File: src/rtl/fetch_prefetch_unit_pkg.sv
// fetch_pkg: shared widths, constants and the queue entry record of the prefetch unit.
package fetch_pkg;
   localparam int XLEN = 32;
   localparam logic [XLEN-1:0] NOP_INSTR = 32'h0000_0013;
   localparam logic [XLEN-1:0] DEFAULT_RESET_PC = 32'h0000_0000;
   typedef struct packed {
      logic [XLEN-1:0] pc;
      logic [XLEN-1:0] instr;
   } entry_t;
   function automatic logic [XLEN-1:0] word_align(input logic [XLEN-1:0] a);
      return {a[XLEN-1:2], 2'b00};
   endfunction
endpackage

File: src/rtl/fetch_prefetch_unit_if.sv
// fetch_prefetch_unit_if: instruction-memory, hazard/redirect and IF/ID signals of the prefetch unit.
interface fetch_prefetch_unit_if;
   import fetch_pkg::*;
   logic            imem_req_valid;
   logic [XLEN-1:0] imem_req_addr;
   logic            imem_req_ready;
   logic            imem_rsp_valid;
   logic [XLEN-1:0] imem_rsp_data;
   logic            stall;
   logic            redirect_valid;
   logic [XLEN-1:0] redirect_pc;
   logic            if_valid;
   logic [XLEN-1:0] if_instr;
   logic [XLEN-1:0] if_pc;
   logic [XLEN-1:0] if_pc_plus4;
   modport master (
      output imem_req_valid, imem_req_addr, if_valid, if_instr, if_pc, if_pc_plus4,
      input  imem_req_ready, imem_rsp_valid, imem_rsp_data, stall, redirect_valid, redirect_pc
   );
   modport slave (
      input  imem_req_valid, imem_req_addr, if_valid, if_instr, if_pc, if_pc_plus4,
      output imem_req_ready, imem_rsp_valid, imem_rsp_data, stall, redirect_valid, redirect_pc
   );
endinterface

File: src/rtl/fetch_prefetch_unit_queue.sv
// fetch_queue: synchronous instruction FIFO with flush and occupancy output; simultaneous
// push and pop are legal even when full.
module fetch_queue import fetch_pkg::*; #(
   parameter int QDEPTH = 4
) (
   input  logic                     clk,
   input  logic                     reset,
   input  logic                     flush,
   input  logic                     push,
   input  logic                     pop,
   input  entry_t                   push_data,
   output entry_t                   head,
   output logic [$clog2(QDEPTH):0]  count
);
   localparam int AW = $clog2(QDEPTH);
   localparam int CW = AW + 1;
   entry_t          mem_q [QDEPTH];
   logic [AW-1:0]   wr_q, wr_d, rd_q, rd_d;
   logic [CW-1:0]   cnt_q, cnt_d;
   always_comb begin
      wr_d  = flush ? '0 : push ? wr_q + 1'b1 : wr_q;
      rd_d  = flush ? '0 : pop ? rd_q + 1'b1 : rd_q;
      cnt_d = flush ? '0 : cnt_q + CW'(push) - CW'(pop);
   end
   always_ff @(posedge clk) begin
      if (reset) begin
         wr_q  <= '0;
         rd_q  <= '0;
         cnt_q <= '0;
      end else begin
         wr_q  <= wr_d;
         rd_q  <= rd_d;
         cnt_q <= cnt_d;
      end
   end
   always_ff @(posedge clk) begin
      if (push && !flush && !reset) mem_q[wr_q] <= push_data;
   end
   assign head  = mem_q[rd_q];
   assign count = cnt_q;
endmodule

File: src/rtl/fetch_prefetch_unit.sv
// fetch_prefetch_unit: credit-limited instruction prefetcher feeding IF/ID through fetch_queue.
// Define FETCH_PERF_CNT_EN to add the perf_fetch_cnt / perf_flush_cnt counters.
module fetch_prefetch_unit import fetch_pkg::*; #(
   parameter logic [XLEN-1:0] RESET_PC = DEFAULT_RESET_PC,
   parameter int              QDEPTH   = 4
) (
   input  logic                  clk,
   input  logic                  reset,
   fetch_prefetch_unit_if.master bus
`ifdef FETCH_PERF_CNT_EN
   ,
   output logic [XLEN-1:0]       perf_fetch_cnt,
   output logic [XLEN-1:0]       perf_flush_cnt
`endif
);
   localparam int CW = $clog2(QDEPTH) + 1;
   logic [XLEN-1:0] pc_q, pc_d, rsp_pc_q, rsp_pc_d;
   logic [CW-1:0]   outst_q, outst_d, drop_q, drop_d, q_count;
   logic [CW:0]     used;
   logic            redir, req_valid, accept, rsp_live, keep, if_valid, pop;
   entry_t          head, push_entry;
   assign redir     = bus.redirect_valid;
   assign used      = {1'b0, q_count} + {1'b0, outst_q};
   assign req_valid = !reset && !redir && (used < (CW+1)'(QDEPTH));
   assign accept    = req_valid && bus.imem_req_ready;
   assign rsp_live  = bus.imem_rsp_valid && (outst_q != '0);
   // rsp_pc_q tracks the oldest kept request: kept requests are contiguous from the last redirect
   assign keep       = rsp_live && !redir && (drop_q == '0);
   assign push_entry = '{pc: rsp_pc_q, instr: bus.imem_rsp_data};
   assign if_valid   = q_count != '0;
   assign pop        = if_valid && !bus.stall;
   always_comb begin
      pc_d     = redir ? word_align(bus.redirect_pc) : accept ? pc_q + 32'd4 : pc_q;
      rsp_pc_d = redir ? word_align(bus.redirect_pc) : keep ? rsp_pc_q + 32'd4 : rsp_pc_q;
      outst_d  = outst_q + CW'(accept) - CW'(rsp_live);
      drop_d   = redir ? outst_q - CW'(rsp_live)
               : (rsp_live && drop_q != '0) ? drop_q - 1'b1 : drop_q;
   end
   always_ff @(posedge clk) begin
      if (reset) begin
         pc_q     <= RESET_PC;
         rsp_pc_q <= RESET_PC;
         outst_q  <= '0;
         drop_q   <= '0;
      end else begin
         pc_q     <= pc_d;
         rsp_pc_q <= rsp_pc_d;
         outst_q  <= outst_d;
         drop_q   <= drop_d;
      end
   end
   fetch_queue #(.QDEPTH(QDEPTH)) u_queue (
      .clk       (clk),
      .reset     (reset),
      .flush     (redir),
      .push      (keep),
      .pop       (pop),
      .push_data (push_entry),
      .head      (head),
      .count     (q_count)
   );
   assign bus.imem_req_valid = req_valid;
   assign bus.imem_req_addr  = pc_q;
   assign bus.if_valid       = if_valid;
   assign bus.if_instr       = if_valid ? head.instr : NOP_INSTR;
   assign bus.if_pc          = if_valid ? head.pc : RESET_PC;
   assign bus.if_pc_plus4    = bus.if_pc + 32'd4;
`ifdef FETCH_PERF_CNT_EN
   logic [XLEN-1:0] fetch_cnt_q, flush_cnt_q;
   always_ff @(posedge clk) begin
      if (reset) begin
         fetch_cnt_q <= '0;
         flush_cnt_q <= '0;
      end else begin
         fetch_cnt_q <= fetch_cnt_q + XLEN'(accept);
         flush_cnt_q <= flush_cnt_q + XLEN'(redir);
      end
   end
   assign perf_fetch_cnt = fetch_cnt_q;
   assign perf_flush_cnt = flush_cnt_q;
`endif
endmodule

File: src/flat_wrapper.sv
// flat-port wrapper written by rule: the top's interface ports become plain ports
module fetch_prefetch_unit_flat import fetch_pkg::*;
#(
   parameter logic [XLEN-1:0] RESET_PC = DEFAULT_RESET_PC,
   parameter int              QDEPTH   = 4
)
  (clk, reset, bus_imem_req_valid, bus_imem_req_addr, bus_if_valid, bus_if_instr, bus_if_pc, bus_if_pc_plus4, bus_imem_req_ready, bus_imem_rsp_valid, bus_imem_rsp_data, bus_stall, bus_redirect_valid, bus_redirect_pc);
  fetch_prefetch_unit_if bus_i ();
  input  logic clk;
  input  logic reset;
  output wire logic [$bits(bus_i.imem_req_valid)-1:0] bus_imem_req_valid;
  output wire logic [$bits(bus_i.imem_req_addr)-1:0] bus_imem_req_addr;
  output wire logic [$bits(bus_i.if_valid)-1:0] bus_if_valid;
  output wire logic [$bits(bus_i.if_instr)-1:0] bus_if_instr;
  output wire logic [$bits(bus_i.if_pc)-1:0] bus_if_pc;
  output wire logic [$bits(bus_i.if_pc_plus4)-1:0] bus_if_pc_plus4;
  input wire logic [$bits(bus_i.imem_req_ready)-1:0] bus_imem_req_ready;
  input wire logic [$bits(bus_i.imem_rsp_valid)-1:0] bus_imem_rsp_valid;
  input wire logic [$bits(bus_i.imem_rsp_data)-1:0] bus_imem_rsp_data;
  input wire logic [$bits(bus_i.stall)-1:0] bus_stall;
  input wire logic [$bits(bus_i.redirect_valid)-1:0] bus_redirect_valid;
  input wire logic [$bits(bus_i.redirect_pc)-1:0] bus_redirect_pc;
  assign bus_imem_req_valid = bus_i.imem_req_valid;
  assign bus_imem_req_addr = bus_i.imem_req_addr;
  assign bus_if_valid = bus_i.if_valid;
  assign bus_if_instr = bus_i.if_instr;
  assign bus_if_pc = bus_i.if_pc;
  assign bus_if_pc_plus4 = bus_i.if_pc_plus4;
  assign bus_i.imem_req_ready = bus_imem_req_ready;
  assign bus_i.imem_rsp_valid = bus_imem_rsp_valid;
  assign bus_i.imem_rsp_data = bus_imem_rsp_data;
  assign bus_i.stall = bus_stall;
  assign bus_i.redirect_valid = bus_redirect_valid;
  assign bus_i.redirect_pc = bus_redirect_pc;
  fetch_prefetch_unit #(.RESET_PC(RESET_PC), .QDEPTH(QDEPTH)) u_core (.clk(clk), .reset(reset), .bus(bus_i));
endmodule
File: config.mk
export PLATFORM = sky130hd
export DESIGN_NAME = fetch_prefetch_unit_flat
export DESIGN_NICKNAME = d
export VERILOG_FILES = /design/src/rtl/fetch_prefetch_unit_pkg.sv /design/src/rtl/fetch_prefetch_unit_if.sv /design/src/rtl/fetch_prefetch_unit_queue.sv /design/src/rtl/fetch_prefetch_unit.sv /design/src/flat_wrapper.sv
export SDC_FILE = /design/constraint.sdc
export NUM_CORES = 1
export LEC_CHECK = 0
export ABC_CLOCK_PERIOD_IN_PS = 5600
export CAP_MARGIN = 40
export CORE_AREA = 2 2 172 174
export DETAILED_ROUTE_END_ITERATION = 16
export DIE_AREA = 0 0 174 176
export MAX_ROUTING_LAYER = met4
export PLACE_DENSITY = 0.75
export SLEW_MARGIN = 10
export SYNTH_ARGS = -nofsm -noshare
export SYNTH_HDL_FRONTEND = slang
export SYNTH_SLANG_ARGS = --single-unit
File: constraint.sdc
create_clock -name clk -period 5.6 [get_ports clk]
set_input_delay 0.56 -clock clk [delete_from_list [all_inputs] [get_ports clk]]
set_output_delay 0.56 -clock clk [all_outputs]
set_load 0.02 [all_outputs]
==> metrics.yaml <==
global_route:
  grt_pass1_vias: 9107
  grt_max_degree: 59
  antenna_found_initial: 0
  grt_pass1_wl_mm: 50.4
  overflow: 0
  grtUsageTotal_pct: 21.6
floorplan:
  die_h_um: 176
  start_util_pct: 49.9
  core_area_um2: 28500
  die_area_um2: 30600
  num_io_pins: 200
  core.rowCount: 62
  fp.dieW_um: 174
route:
  drc_errors: 0
  drtIter0Drc: 754
  ant_nets: 0
  wl_per_cell_um: 19.7
  routed_wl_mm: 31.9
  vias: 9040
  routed_via_density: 5.57
  firstDrtPassIters: 8
synthesis:
  synth_common_cells: "edfxtp_1, dfxtp_1, nand2_1"
  ys_seq_elements: 323
  synth_area_per_cell_um2: 14.1
  yosysMostFrequentCell: "edfxtp_1"
  ys_types: 67
  ys_seq_area_share_pct: 62.9
  synth_area_leader_cell: "edfxtp_1"
  ys.flop_type: "edfxtp_1"
  ys_top_cells_by_area: "edfxtp_1, dfxtp_1, mux4_2"
  netlist_instances: 1013
  synth_top_area_share_pct: 52.3
  yosysWarnings: 0
  synthesis.area_um2: 14200
  synth_edf_count: 248
  postSynth.asyncResetShare_pct: 0
setup_path:
  crit_path_end_kind: "output pin"
  ff2ff_path_depth: 12
  r2r-start: "u_core.outst_q[2]"
  crit_arrival_ns: 4.05
  r2r_slack_ns: 2.89
  critPathMaxFanout: 38
  worstPathRequired_ns: 5.04
  crit_type: "flop to output pin"
  r2r-end: "u_core.outst_q[2]"
  start_kind: "flop"
timing:
  tns_ns: 0
  rsz0062_at_grt: "false"
  finalSetupViolCount: 0
  max_slew_margin_pct: 39.3
  tightest_slew_ns: 0.910
  skew_ns: 0.0239
  max_freq_ghz: 0.217
  whs_ns: 0.480
  finalHoldViolCount: 0
  slew_viol_final: 0
  min_period_ns: 4.61
  fin_crit_sh_pct: 82.4
power:
  vdd_ir_drop_max_v: 0.000173
  power_density_nw_per_um2: 322
  p_leak_nw: 5.97
min_path:
  hold_end: "u_core.u_queue.count[0]"
  hold_start: "reset"
  holdPathStages: 3
  hp-class: "input port to flop"
cts:
  postCtsSetupBuffers: 0
  cts_hold_buf: 0
  cts_made_buffers: 34
  worstSkewPairLatency_ns: 0.52
  root_buffer: "clkbuf_16"
  cts_resized: 0
  clock-sinks: 323
  cts_tree: "built"
  clk_pin_slew_worst_paths_ns: 0.06
  h-tree-depth: 2
  clock_path_buffers: 3
placement:
  io_buffers: 191
  dp_hpwl_mm: 21.3
  gp_congestion: 0.855
outcome:
  outcome: "finished, final reports clean"
cells_and_area:
  area_growth_pct: 24.1
  fin_nets: 1304
  layout-drive-gt1-share_pct: 12.5
  final_util_pct: 61.9
  antenna_cells: 0
run:
  cap_violations: 0
per-layer routing:
| metal | track usage (%) | part of all wire (%) | up-vias |
|---|---|---|---|
| li1 | - | - | 4208 |
| met1 | 30.2 | 44 | 4373 |
| met2 | 33.4 | 47 | 406 |
| met3 | 3.25 | 7.6 | 53 |
| met4 | 6.09 | 2.3 | 0 |
| met5 | - | 0 | - |
stage by stage:
step	instances	worst slack, ns	instance area, µm²	power, mW
after CTS	1624	0.899	17700	5.72
after global placement	1559	1.47	16500	3.56
final	1624	0.986	17700	5.68
after detailed placement	1564	1.45	16600	3.58
after global routing	1624	0.688	17700	5.89
after floorplan	1018	1.58	14300	3.23
critical path, cell delays in order, from the launching register on:
cell             delay, ns
dfxtp_4               0.85
mux4_2                0.37
nand2_1               0.07
inv_1                 0.10
ha_1                  0.22
and2_1                0.22
and4_4                0.31
nand3_4               0.14
or4_4                 0.51
xnor2_2               0.13
clkdlybuf4s50_1       0.61
how the worst max path moves through the flow:
stage / end / slack [ns] / cells after the start
after floorplan: bus_if_pc_plus4[24] / 1.58 / 13
after global placement: bus_if_pc_plus4[24] / 1.47 / 10
after global routing: bus_if_pc_plus4[24] / 0.69 / 10
after detailed placement: bus_if_pc_plus4[24] / 1.45 / 10
after CTS: bus_if_pc_plus4[24] / 0.90 / 10
final: bus_if_pc_plus4[24] / 0.99 / 10
power breakdown:
group / switching, mW / internal [mW]
sequential: 0.0825 / 2.66
clock: 0.904 / 1.25
combinational: 0.426 / 0.363
cells in the final DEF, fill, tap and decap left out, types with 37 or more instances in the layout:
cell type and instances:
nand2_1 69, clkdlybuf4s50_1 190, mux4_2 54, edfxtp_1 248, nor2_1 61, and2_1 56
inv_1 37, xnor2_1 46, dfxtp_1 73
registers in the layout, summed over array words and instances (netlist names), named ones only:
signal and count:
u_core.bus.imem_req_addr 30, u_core.drop_q 3, u_core.outst_q 3, u_core.rsp_pc_q 30, u_core.u_queue.count 3, u_core.u_queue.mem_q 248
u_core.u_queue.rd_q 2, u_core.u_queue.wr_q 2
final cells by class:
type | instances | area [µm²]
Fill cell | 2159 | 10900
Tap cell | 384 | 480
Clock buffer | 44 | 910
Timing Repair Buffer | 213 | 2130
Multi-Input combinational cell | 606 | 4900
Clock inverter | 16 | 150
Sequential cell | 323 | 8950
Inverter | 38 | 143
kinds of logic (layout without fill, tap and decap cells):
logic type	count (synthesis)	after routing	share of synthesized area (%)
buf+inv	89	311	2.88
flops	323	323	62.9
simple gates	326	326	12.5
mux	67	67	10.3
xor+xnor	74	74	4.61
fa+ha+maj	18	18	1.69
compound gates	115	115	5.10
other cells	1	6	0.0263
Power figures use the tool's default switching activity.
